## config.mk

```make
export PLATFORM = sky130hd
export DESIGN_NAME = time_field_editor
export DESIGN_NICKNAME = d
export VERILOG_FILES = /design/src/rtl/time_field_editor_pkg.sv /design/src/rtl/time_field_editor_key_repeat.sv /design/src/rtl/time_field_editor.sv
export SDC_FILE = /design/constraint.sdc
export NUM_CORES = 1
export LEC_CHECK = 0
export BUFFER_PORTS_ARGS = -buffer_cell sky130_fd_sc_hd__buf_2
export CAP_MARGIN = 20
export CORE_MARGIN = 1.5
export CORE_UTILIZATION = 56
export CTS_BUF_LIST = sky130_fd_sc_hd__clkbuf_8
export DETAILED_ROUTE_END_ITERATION = 10
export GPL_ROUTABILITY_DRIVEN = 0
export PLACE_DENSITY = 0.86
export SYNTH_ARGS = -nofsm -noshare
export SYNTH_HDL_FRONTEND = slang
export SYNTH_HIERARCHICAL = 1
export SYNTH_SLANG_ARGS = --single-unit
```

## constraint.sdc

```tcl
create_clock -name clk -period 7.7 [get_ports clk]
set_input_delay 1.54 -clock clk [delete_from_list [all_inputs] [get_ports clk]]
set_output_delay 1.54 -clock clk [all_outputs]
set_load 0.01 [all_outputs]
```

## src/rtl/time_field_editor_pkg.sv

```systemverilog
// time_edit_pkg: shared constants, state enum and calendar helper for the
// watch set-mode editor.
//   F_YEAR..F_SEC  cursor / field positions 0..5
//   SLOT_COMMIT    cursor position of the commit/cancel slot
//   F_NONE         "no field" marker for display characters that never blank
//   ASC_*          LCD character codes
//   dim()          days in a month, leap-aware on the two-digit year
package time_edit_pkg;

  localparam logic [2:0] F_YEAR      = 3'd0;
  localparam logic [2:0] F_MONTH     = 3'd1;
  localparam logic [2:0] F_DAY       = 3'd2;
  localparam logic [2:0] F_HOUR      = 3'd3;
  localparam logic [2:0] F_MIN       = 3'd4;
  localparam logic [2:0] F_SEC       = 3'd5;
  localparam logic [2:0] SLOT_COMMIT = 3'd6;
  localparam logic [2:0] F_NONE      = 3'd7;

  localparam logic [7:0] ASC_NUL    = 8'h00;
  localparam logic [7:0] ASC_SPACE  = 8'h20;
  localparam logic [7:0] ASC_ZERO   = 8'h30;
  localparam logic [7:0] ASC_TWO    = 8'h32;
  localparam logic [7:0] ASC_D      = 8'h44;
  localparam logic [7:0] ASC_E      = 8'h45;
  localparam logic [7:0] ASC_H      = 8'h48;
  localparam logic [7:0] ASC_I      = 8'h49;
  localparam logic [7:0] ASC_M      = 8'h4D;
  localparam logic [7:0] ASC_S      = 8'h53;
  localparam logic [7:0] ASC_T      = 8'h54;
  localparam logic [7:0] ASC_Y      = 8'h59;
  localparam logic [7:0] ASC_COMMIT = 8'hAE;

  typedef enum logic {
    IDLE = 1'b0,
    EDIT = 1'b1
  } edit_state_t;

  // Two-digit years are 2000-based, so every multiple of 4 (including 00)
  // is a leap year within the representable range.
  function automatic logic [4:0] dim(input logic [3:0] month,
                                     input logic [1:0] year_lsb);
    case (month)
      4'd2:                    dim = (year_lsb == 2'd0) ? 5'd29 : 5'd28;
      4'd4, 4'd6, 4'd9, 4'd11: dim = 5'd30;
      default:                 dim = 5'd31;
    endcase
  endfunction

endpackage

```

## src/rtl/time_field_editor_key_repeat.sv

```systemverilog
// edit_key_repeat: turns one debounced key level into action pulses.
//   clk     system clock
//   rst     synchronous active-high reset
//   key     debounced key level
//   solo    high when this key is the only key pressed
//   action  combinational pulse, acted on at the coming clk edge
// First action on the rising edge of (key & solo); after REPEAT_DELAY held
// cycles, one more action every REPEAT_PERIOD cycles.
module edit_key_repeat
  #(
    parameter logic [23:0] REPEAT_DELAY  = 24'd5_000_000,
    parameter logic [23:0] REPEAT_PERIOD = 24'd1_000_000
  ) (
    input  logic clk,
    input  logic rst,
    input  logic key,
    input  logic solo,
    output logic action
  );

  logic        live;
  logic        live_q;
  logic [23:0] cnt;

  assign live = key & solo;

  // cnt reaching zero marks the terminal count of whichever interval runs.
  always_comb begin
    action = 1'b0;
    if (live && !live_q) begin
      action = 1'b1;
    end else if (live && cnt == 24'd0) begin
      action = 1'b1;
    end
  end

  always_ff @(posedge clk) begin
    if (rst) begin
      live_q <= 1'b0;
      cnt    <= 24'd0;
    end else begin
      live_q <= live;
      if (!live) begin
        cnt <= 24'd0;
      end else if (!live_q) begin
        cnt <= REPEAT_DELAY - 24'd1;
      end else if (cnt == 24'd0) begin
        cnt <= REPEAT_PERIOD - 24'd1;
      end else begin
        cnt <= cnt - 24'd1;
      end
    end
  end

endmodule

```

## src/rtl/time_field_editor.sv

```systemverilog
// time_field_editor: watch date/time set-mode editor and LCD frame renderer.
//   clk         system clock
//   rst         synchronous active-high reset
//   blink_tick  1 Hz strobe, toggles the blink phase
//   edit_req    enter edit mode, snapshotting live_time
//   live_time   {year,month,day,hour,minute,second} from the timekeeper
//   key_*       debounced key levels (right/left move cursor, up/down edit)
//   index       LCD character index 0..31
//   bin_time    last committed time, same packing as live_time
//   en_time     one-cycle load strobe to the timekeeper
//   editing     high while in EDIT
//   cursor      0=year..5=second, 6=commit slot
//   out         registered character for index
//
// state | meaning
// IDLE  | showing live_time, waiting for edit_req
// EDIT  | editing snapshot; up/down at slot 6 commits/cancels
module time_field_editor
  import time_edit_pkg::*;
  #(
    parameter int          FIELD_W       = 8,
    parameter logic [23:0] REPEAT_DELAY  = 24'd5_000_000,
    parameter logic [23:0] REPEAT_PERIOD = 24'd1_000_000,
    parameter int          HOUR_MAX      = 23
  ) (
    input  logic                   clk,
    input  logic                   rst,
    input  logic                   blink_tick,
    input  logic                   edit_req,
    input  logic [6*FIELD_W-1:0]   live_time,
    input  logic                   key_right,
    input  logic                   key_left,
    input  logic                   key_up,
    input  logic                   key_down,
    input  logic [4:0]             index,
    output logic [6*FIELD_W-1:0]   bin_time,
    output logic                   en_time,
    output logic                   editing,
    output logic [2:0]             cursor,
    output logic [7:0]             out
  );

  localparam logic [FIELD_W-1:0] V_0    = '0;
  localparam logic [FIELD_W-1:0] V_1    = FIELD_W'(1);
  localparam logic [FIELD_W-1:0] V_10   = FIELD_W'(10);
  localparam logic [FIELD_W-1:0] V_12   = FIELD_W'(12);
  localparam logic [FIELD_W-1:0] V_59   = FIELD_W'(59);
  localparam logic [FIELD_W-1:0] V_99   = FIELD_W'(99);
  localparam logic [FIELD_W-1:0] V_HMAX = FIELD_W'(HOUR_MAX);

  edit_state_t state, state_nx;

  logic [FIELD_W-1:0] fld    [0:5];
  logic [FIELD_W-1:0] fld_nx [0:5];
  logic [FIELD_W-1:0] live_f [0:5];
  logic [FIELD_W-1:0] view   [0:5];
  logic [6*FIELD_W-1:0] fld_packed;

  logic [3:0] keys;
  logic       solo;
  logic       act_r, act_l, act_u, act_d, any_act;
  logic       do_commit, load;
  logic       phase;

  logic [2:0]         cur_f;
  logic [FIELD_W-1:0] cur_v, lo_v, hi_v, up_v, dn_v, new_dim;

  logic [2:0]         dsel, blk_f;
  logic               dig_en, dig_ones;
  logic [FIELD_W-1:0] dval, dig_v;
  logic [7:0]         ch;

  // ---------------------------------------------------------------- keys
  assign keys    = {key_down, key_up, key_left, key_right};
  assign solo    = (keys != 4'd0) && ((keys & (keys - 4'd1)) == 4'd0);
  assign any_act = act_r | act_l | act_u | act_d;

  edit_key_repeat #(.REPEAT_DELAY(REPEAT_DELAY), .REPEAT_PERIOD(REPEAT_PERIOD))
    u_rep_right (.clk(clk), .rst(rst), .key(key_right), .solo(solo), .action(act_r));
  edit_key_repeat #(.REPEAT_DELAY(REPEAT_DELAY), .REPEAT_PERIOD(REPEAT_PERIOD))
    u_rep_left  (.clk(clk), .rst(rst), .key(key_left),  .solo(solo), .action(act_l));
  edit_key_repeat #(.REPEAT_DELAY(REPEAT_DELAY), .REPEAT_PERIOD(REPEAT_PERIOD))
    u_rep_up    (.clk(clk), .rst(rst), .key(key_up),    .solo(solo), .action(act_u));
  edit_key_repeat #(.REPEAT_DELAY(REPEAT_DELAY), .REPEAT_PERIOD(REPEAT_PERIOD))
    u_rep_down  (.clk(clk), .rst(rst), .key(key_down),  .solo(solo), .action(act_d));

  // ---------------------------------------------------------------- FSM
  always_ff @(posedge clk) begin
    if (rst) begin
      state <= IDLE;
    end else begin
      state <= state_nx;
    end
  end

  always_comb begin
    state_nx  = state;
    do_commit = 1'b0;
    load      = 1'b0;
    case (state)
      IDLE: begin
        if (edit_req) begin
          state_nx = EDIT;
          load     = 1'b1;
        end
      end
      EDIT: begin
        if (cursor == SLOT_COMMIT) begin
          if (act_u) begin
            state_nx  = IDLE;
            do_commit = 1'b1;
          end else if (act_d) begin
            state_nx = IDLE;
          end
        end
      end
      default: state_nx = IDLE;
    endcase
  end

  assign editing = (state == EDIT);

  // ---------------------------------------------------------------- field arithmetic
  always_comb begin
    for (int i = 0; i < 6; i++) begin
      live_f[i] = live_time[(5-i)*FIELD_W +: FIELD_W];
    end
    fld_packed = {fld[0], fld[1], fld[2], fld[3], fld[4], fld[5]};
  end

  always_comb begin
    cur_f = (cursor < SLOT_COMMIT) ? cursor : F_SEC;
    cur_v = fld[cur_f];
    lo_v  = V_0;
    hi_v  = V_59;
    case (cur_f)
      F_YEAR:  begin lo_v = V_0; hi_v = V_99;   end
      F_MONTH: begin lo_v = V_1; hi_v = V_12;   end
      F_DAY:   begin
        lo_v = V_1;
        hi_v = FIELD_W'(dim(fld[F_MONTH][3:0], fld[F_YEAR][1:0]));
      end
      F_HOUR:  begin lo_v = V_0; hi_v = V_HMAX; end
      default: begin lo_v = V_0; hi_v = V_59;   end
    endcase

    // >= / > keep out-of-range snapshots (e.g. a bad live day) recoverable.
    up_v = (cur_v >= hi_v) ? lo_v : cur_v + V_1;
    dn_v = (cur_v <= lo_v || cur_v > hi_v) ? hi_v : cur_v - V_1;

    for (int i = 0; i < 6; i++) begin
      fld_nx[i] = fld[i];
    end
    if (act_u) begin
      fld_nx[cur_f] = up_v;
    end else if (act_d) begin
      fld_nx[cur_f] = dn_v;
    end

    // Month/year edits can shrink the month; pull the day in on the same edge.
    new_dim = FIELD_W'(dim(fld_nx[F_MONTH][3:0], fld_nx[F_YEAR][1:0]));
    if ((cur_f == F_YEAR || cur_f == F_MONTH) && fld_nx[F_DAY] > new_dim) begin
      fld_nx[F_DAY] = new_dim;
    end
  end

  // ---------------------------------------------------------------- display
  always_comb begin
    for (int i = 0; i < 6; i++) begin
      view[i] = (state == EDIT) ? fld[i] : live_f[i];
    end

    ch       = ASC_SPACE;
    dsel     = F_YEAR;
    dig_en   = 1'b0;
    dig_ones = 1'b0;
    blk_f    = F_NONE;
    case (index)
      5'd0:  ch = ASC_S;
      5'd1:  ch = ASC_E;
      5'd2:  ch = ASC_T;
      5'd5:  begin ch = ASC_TWO;  blk_f = F_YEAR; end
      5'd6:  begin ch = ASC_ZERO; blk_f = F_YEAR; end
      5'd7:  begin dig_en = 1'b1; dsel = F_YEAR;  blk_f = F_YEAR;  end
      5'd8:  begin dig_en = 1'b1; dig_ones = 1'b1; dsel = F_YEAR;  blk_f = F_YEAR;  end
      5'd9:  ch = ASC_Y;
      5'd10: begin dig_en = 1'b1; dsel = F_MONTH; blk_f = F_MONTH; end
      5'd11: begin dig_en = 1'b1; dig_ones = 1'b1; dsel = F_MONTH; blk_f = F_MONTH; end
      5'd12: ch = ASC_M;
      5'd13: begin dig_en = 1'b1; dsel = F_DAY;   blk_f = F_DAY;   end
      5'd14: begin dig_en = 1'b1; dig_ones = 1'b1; dsel = F_DAY;   blk_f = F_DAY;   end
      5'd15: ch = ASC_D;
      5'd16: ch = ASC_T;
      5'd17: ch = ASC_I;
      5'd18: ch = ASC_M;
      5'd19: ch = ASC_E;
      5'd21: begin dig_en = 1'b1; dsel = F_HOUR;  blk_f = F_HOUR;  end
      5'd22: begin dig_en = 1'b1; dig_ones = 1'b1; dsel = F_HOUR;  blk_f = F_HOUR;  end
      5'd23: ch = ASC_H;
      5'd24: begin dig_en = 1'b1; dsel = F_MIN;   blk_f = F_MIN;   end
      5'd25: begin dig_en = 1'b1; dig_ones = 1'b1; dsel = F_MIN;   blk_f = F_MIN;   end
      5'd26: ch = ASC_M;
      5'd27: begin dig_en = 1'b1; dsel = F_SEC;   blk_f = F_SEC;   end
      5'd28: begin dig_en = 1'b1; dig_ones = 1'b1; dsel = F_SEC;   blk_f = F_SEC;   end
      5'd29: ch = ASC_S;
      5'd31: begin ch = ASC_COMMIT; blk_f = SLOT_COMMIT; end
      default: ch = ASC_SPACE;
    endcase

    // Values are < 100, so the tens digit is a plain divide by ten.
    dval  = view[dsel];
    dig_v = dig_ones ? (dval % V_10) : (dval / V_10);
    if (dig_en) begin
      ch = ASC_ZERO + 8'(dig_v);
    end
    if (phase && state == EDIT && blk_f == cursor) begin
      ch = ASC_SPACE;
    end
  end

  // ---------------------------------------------------------------- registers
  always_ff @(posedge clk) begin
    if (rst) begin
      fld[F_YEAR]  <= V_0;
      fld[F_MONTH] <= V_1;
      fld[F_DAY]   <= V_1;
      fld[F_HOUR]  <= V_0;
      fld[F_MIN]   <= V_0;
      fld[F_SEC]   <= V_0;
      cursor   <= 3'd0;
      bin_time <= '0;
      en_time  <= 1'b0;
      phase    <= 1'b0;
      out      <= ASC_NUL;
    end else begin
      en_time <= do_commit;
      if (do_commit) begin
        bin_time <= fld_packed;
      end

      if (load) begin
        for (int i = 0; i < 6; i++) begin
          fld[i] <= live_f[i];
        end
        cursor <= 3'd0;
      end else if (state == EDIT) begin
        if (act_r && cursor < SLOT_COMMIT) begin
          cursor <= cursor + 3'd1;
        end else if (act_l && cursor != 3'd0) begin
          cursor <= cursor - 3'd1;
        end
        if ((act_u || act_d) && cursor < SLOT_COMMIT) begin
          for (int i = 0; i < 6; i++) begin
            fld[i] <= fld_nx[i];
          end
        end
      end

      // A key action keeps the edited field visible while the user works.
      if (any_act) begin
        phase <= 1'b0;
      end else if (blink_tick) begin
        phase <= ~phase;
      end

      out <= ch;
    end
  end

endmodule

```

==> impl_metrics.csv <==
group,metric,value,unit
setup_path,worstPathArrival,7690,ps
layout,layout.cells.most_common,"nand2_1",
setup_path,reg2reg_from,"cursor[1]",
synth,synth_cell_types,106,
die,core_region_area,23610,sq um
min_path,hp-class,"reg -> reg",
layout,area_growth,12.42,%
grt,grt_max_degree,50,
drt,firstDrtPassIters,6,
clocking,cts_tree,"built",
synth,synth_seq_cells,210,
layout,final_layout_size_suffix_gt1_share,18.07,%
synth,synthFlopType,"dfxtp_1",
grt,grt_use_total,32.14,%
setup_path,endpoint,"out[5]",
synth,syn_inst,1620,
drt,wl,41420,microns
synth,mappedNetlistNets,1708,
setup_path,r2r-end,"fld[2][0]",
setup_path,slowest_delay,530,ps
drt,wire_per_inst,19.92,microns
setup_path,critPathLaunch,"index[3]",
die,dieArea,25200,sq um
sta,worst_slew_pin_slew,1093,ps
sta,setup_slack,408.3,ps
clocking,htreeDepth,2,
sta,maxSlewViolCount,0,
grt,grt_antenna_before_repair,0,
clocking,cts_setup_buffers,0,
sta,setup-violations-final,0,
setup_path,cp_top_family,"compound AO/OA/AOI/OAI gates",
die,ioPinCount,122,
setup_path,rr_worst_depth,24,
drt,drt_iter0_markers,1670,
layout,diodes,0,
drt,num_vias,13690,
setup_path,critPathSlowestCell,"mux4_2",
setup_path,crit_cells,31,
synth,netlist_area,13580,sq um
layout,layout.nets,1819,
sta,period_share,94.70,%
setup_path,cp_num_buf_inv,4,
synth,synth-async-reset-ratio,0,%
clocking,clk_pin_slew_worst_paths,60,ps
clocking,cts-buffers-inserted,38,
grt,globalRoute.totalOverflow,0,
clocking,holdBufCountCts,0,
sta,skew,21.74,ps
synth,synth.area.top_cells,"dfxtp_1 (24%), edfxtp_1 (11%), nand2_1 (6.4%), a21oi_1 (6.2%), mux4_2 (4.6%)",
die,fp-row-count,56,
place,post-place-ws,-207.0,ps
synth,synth_edf_count,48,
synth,netlist.area_leader.share,23.88,%
grt,first_global_vias,12900,
place,port_buffers,121,
sta,rsz0062_at_grt,"no",
setup_path,r2r_slack,470,ps
run_status,status,"completed",
pwr,p_total,0.003375,W
pwr,power_density,221.0,nW/um^2
place,place_inst,2008,
grt,grt_pass1_wl,66140,microns
sta,slew_headroom,26.97,%
synth,synth_top_area_cell,"dfxtp_1",
place,dpl.hpwl,29640,microns
setup_path,cp.required,8100,ps
pwr,cellLeakagePower,6.468,nW
layout,final_cell_count_no_fill,2079,
sta,fmax,137.1,MHz
setup_path,path_common_cell,"ha_1",
sta,fin_tns_setup,0,ps
synth,syn_avg_cell_area,8.385,sq um
drt,vias_per_cell,6.583,
setup_path,criticalPathCategory,"in -> reg",
drt,ant_nets,0,
sta,fin_crit,7292,ps
sta,hold_viol,0,
clocking,clockBufferDepth,3,
sta,whs,449.1,ps
clocking,clock_latency,550,ps
die,die_h,158.7,microns
pwr,ir_drop,157.0,uV
die,initial_utilization,57.52,%
setup_path,cp-end-kind,"flop",
drt,drc,0,
layout,layout_common_cells,"nand2_1 (229), a21oi_1 (167), dfxtp_1 (162), nor2_1 (150), buf_2 (121)",
run,cap_violations,0,
setup_path,cp_max_fo,12,
clocking,clock_sinks,210,
clocking,root_buffer,"clkbuf_8",
synth,yosysWarnings,6,
synth,ys_seq_area_share,34.49,%
setup_path,crit_path_start_kind,"input port",
die,die_w,158.7,microns
timing repair:
action                     CTS  global route
resized for setup            0             3
hold endpoints to repair     0             0
setup endpoints to repair    0             2
cell usage after synthesis, drive strengths merged, types with 18 or more instances:
cell type / instances
dfxtp: 162
inv: 43
mux4: 28
nor2: 152
xnor2: 25
nand3: 31
xor2: 48
o21ai: 103
ha: 26
nor3: 55
nand4: 37
a31oi: 28
clkbuf: 56
or3: 28
mux2i: 26
mux2: 18
a21oi: 169
edfxtp: 48
nand2: 230
nor4: 20
buf: 28
flip-flops by register name, indices dropped and copies added (netlist names):
register and count:
bin_time 48, fld 48, u_rep_down/cnt 24, u_rep_left/cnt 24, u_rep_right/cnt 24, u_rep_up/cnt 24, out 8, cursor 3
editing 1, en_time 1, phase 1, u_rep_down/live_q 1, u_rep_left/live_q 1, u_rep_right/live_q 1, u_rep_up/live_q 1
tightest hold or removal path: cells and delay by family, from the launching register on:
kind / cells / cell delay (ps)
simple gates: 1 / 50
flops: 1 / 300
compound gates: 1 / 50
through the flow:
step,util [%],instance area (sq um)
2_1_floorplan,-,13580
3_3_place_gp,61.10,14430
3_5_place_dp,61.10,14430
4_1_cts,64.53,15240
5_1_grt,64.67,15270
6_report,64.67,15270
cells by family (layout without fill, tap and decap cells):
logic type / count (synthesis) / after routing / synth area share [%]
buf+inv: 133 / 273 / 4.541
fa+ha+maj: 29 / 29 / 2.690
compound gates: 460 / 460 / 21.74
mux: 72 / 72 / 8.438
simple gates: 643 / 643 / 23.34
xor+xnor: 73 / 73 / 4.762
flops: 210 / 210 / 34.49
power breakdown:
group          switching [W]  internal (W)  total [W]
Combinational       0.000621      0.000405    0.00103
Sequential         0.0000527       0.00117    0.00123
Clock               0.000486      0.000637    0.00112
final cells by class:
cell class,count,area [sq um]
fillers,1970,8343
multi-input cells,1277,8314
flip-flops and latches,210,4684
repair buffers,159,890.9
clock buffers,45,619.3
well taps,319,399.1
clock inverters,24,191.4
inverters,45,170.2
worst min path at each step:
| stage | from | endpoint | slack [ps] | cells past startpoint |
|---|---|---|---|---|
| floorplan | u_rep_down/cnt[23] | u_rep_down/cnt[23] | 440 | 1 |
| global placement | bin_time[33] | bin_time[33] | 440 | 2 |
| detailed placement | bin_time[0] | bin_time[0] | 440 | 2 |
| CTS | bin_time[0] | bin_time[0] | 450 | 2 |
| global route | bin_time[4] | bin_time[4] | 460 | 2 |
| finish | bin_time[5] | bin_time[5] | 450 | 2 |
routing by layer:
| layer | track usage (%) | vias to the layer above | wire (microns) |
|---|---|---|---|
| li1 | - | 6225 | - |
| met1 | 40.41 | 6356 | 15690 |
| met2 | 50.82 | 888 | 18630 |
| met3 | 7.497 | 218 | 4721 |
| met4 | 17.92 | 0 | 2377 |
| met5 | 0 | - | 0 |
No activity file was read; power rests on OpenSTA's default activity.
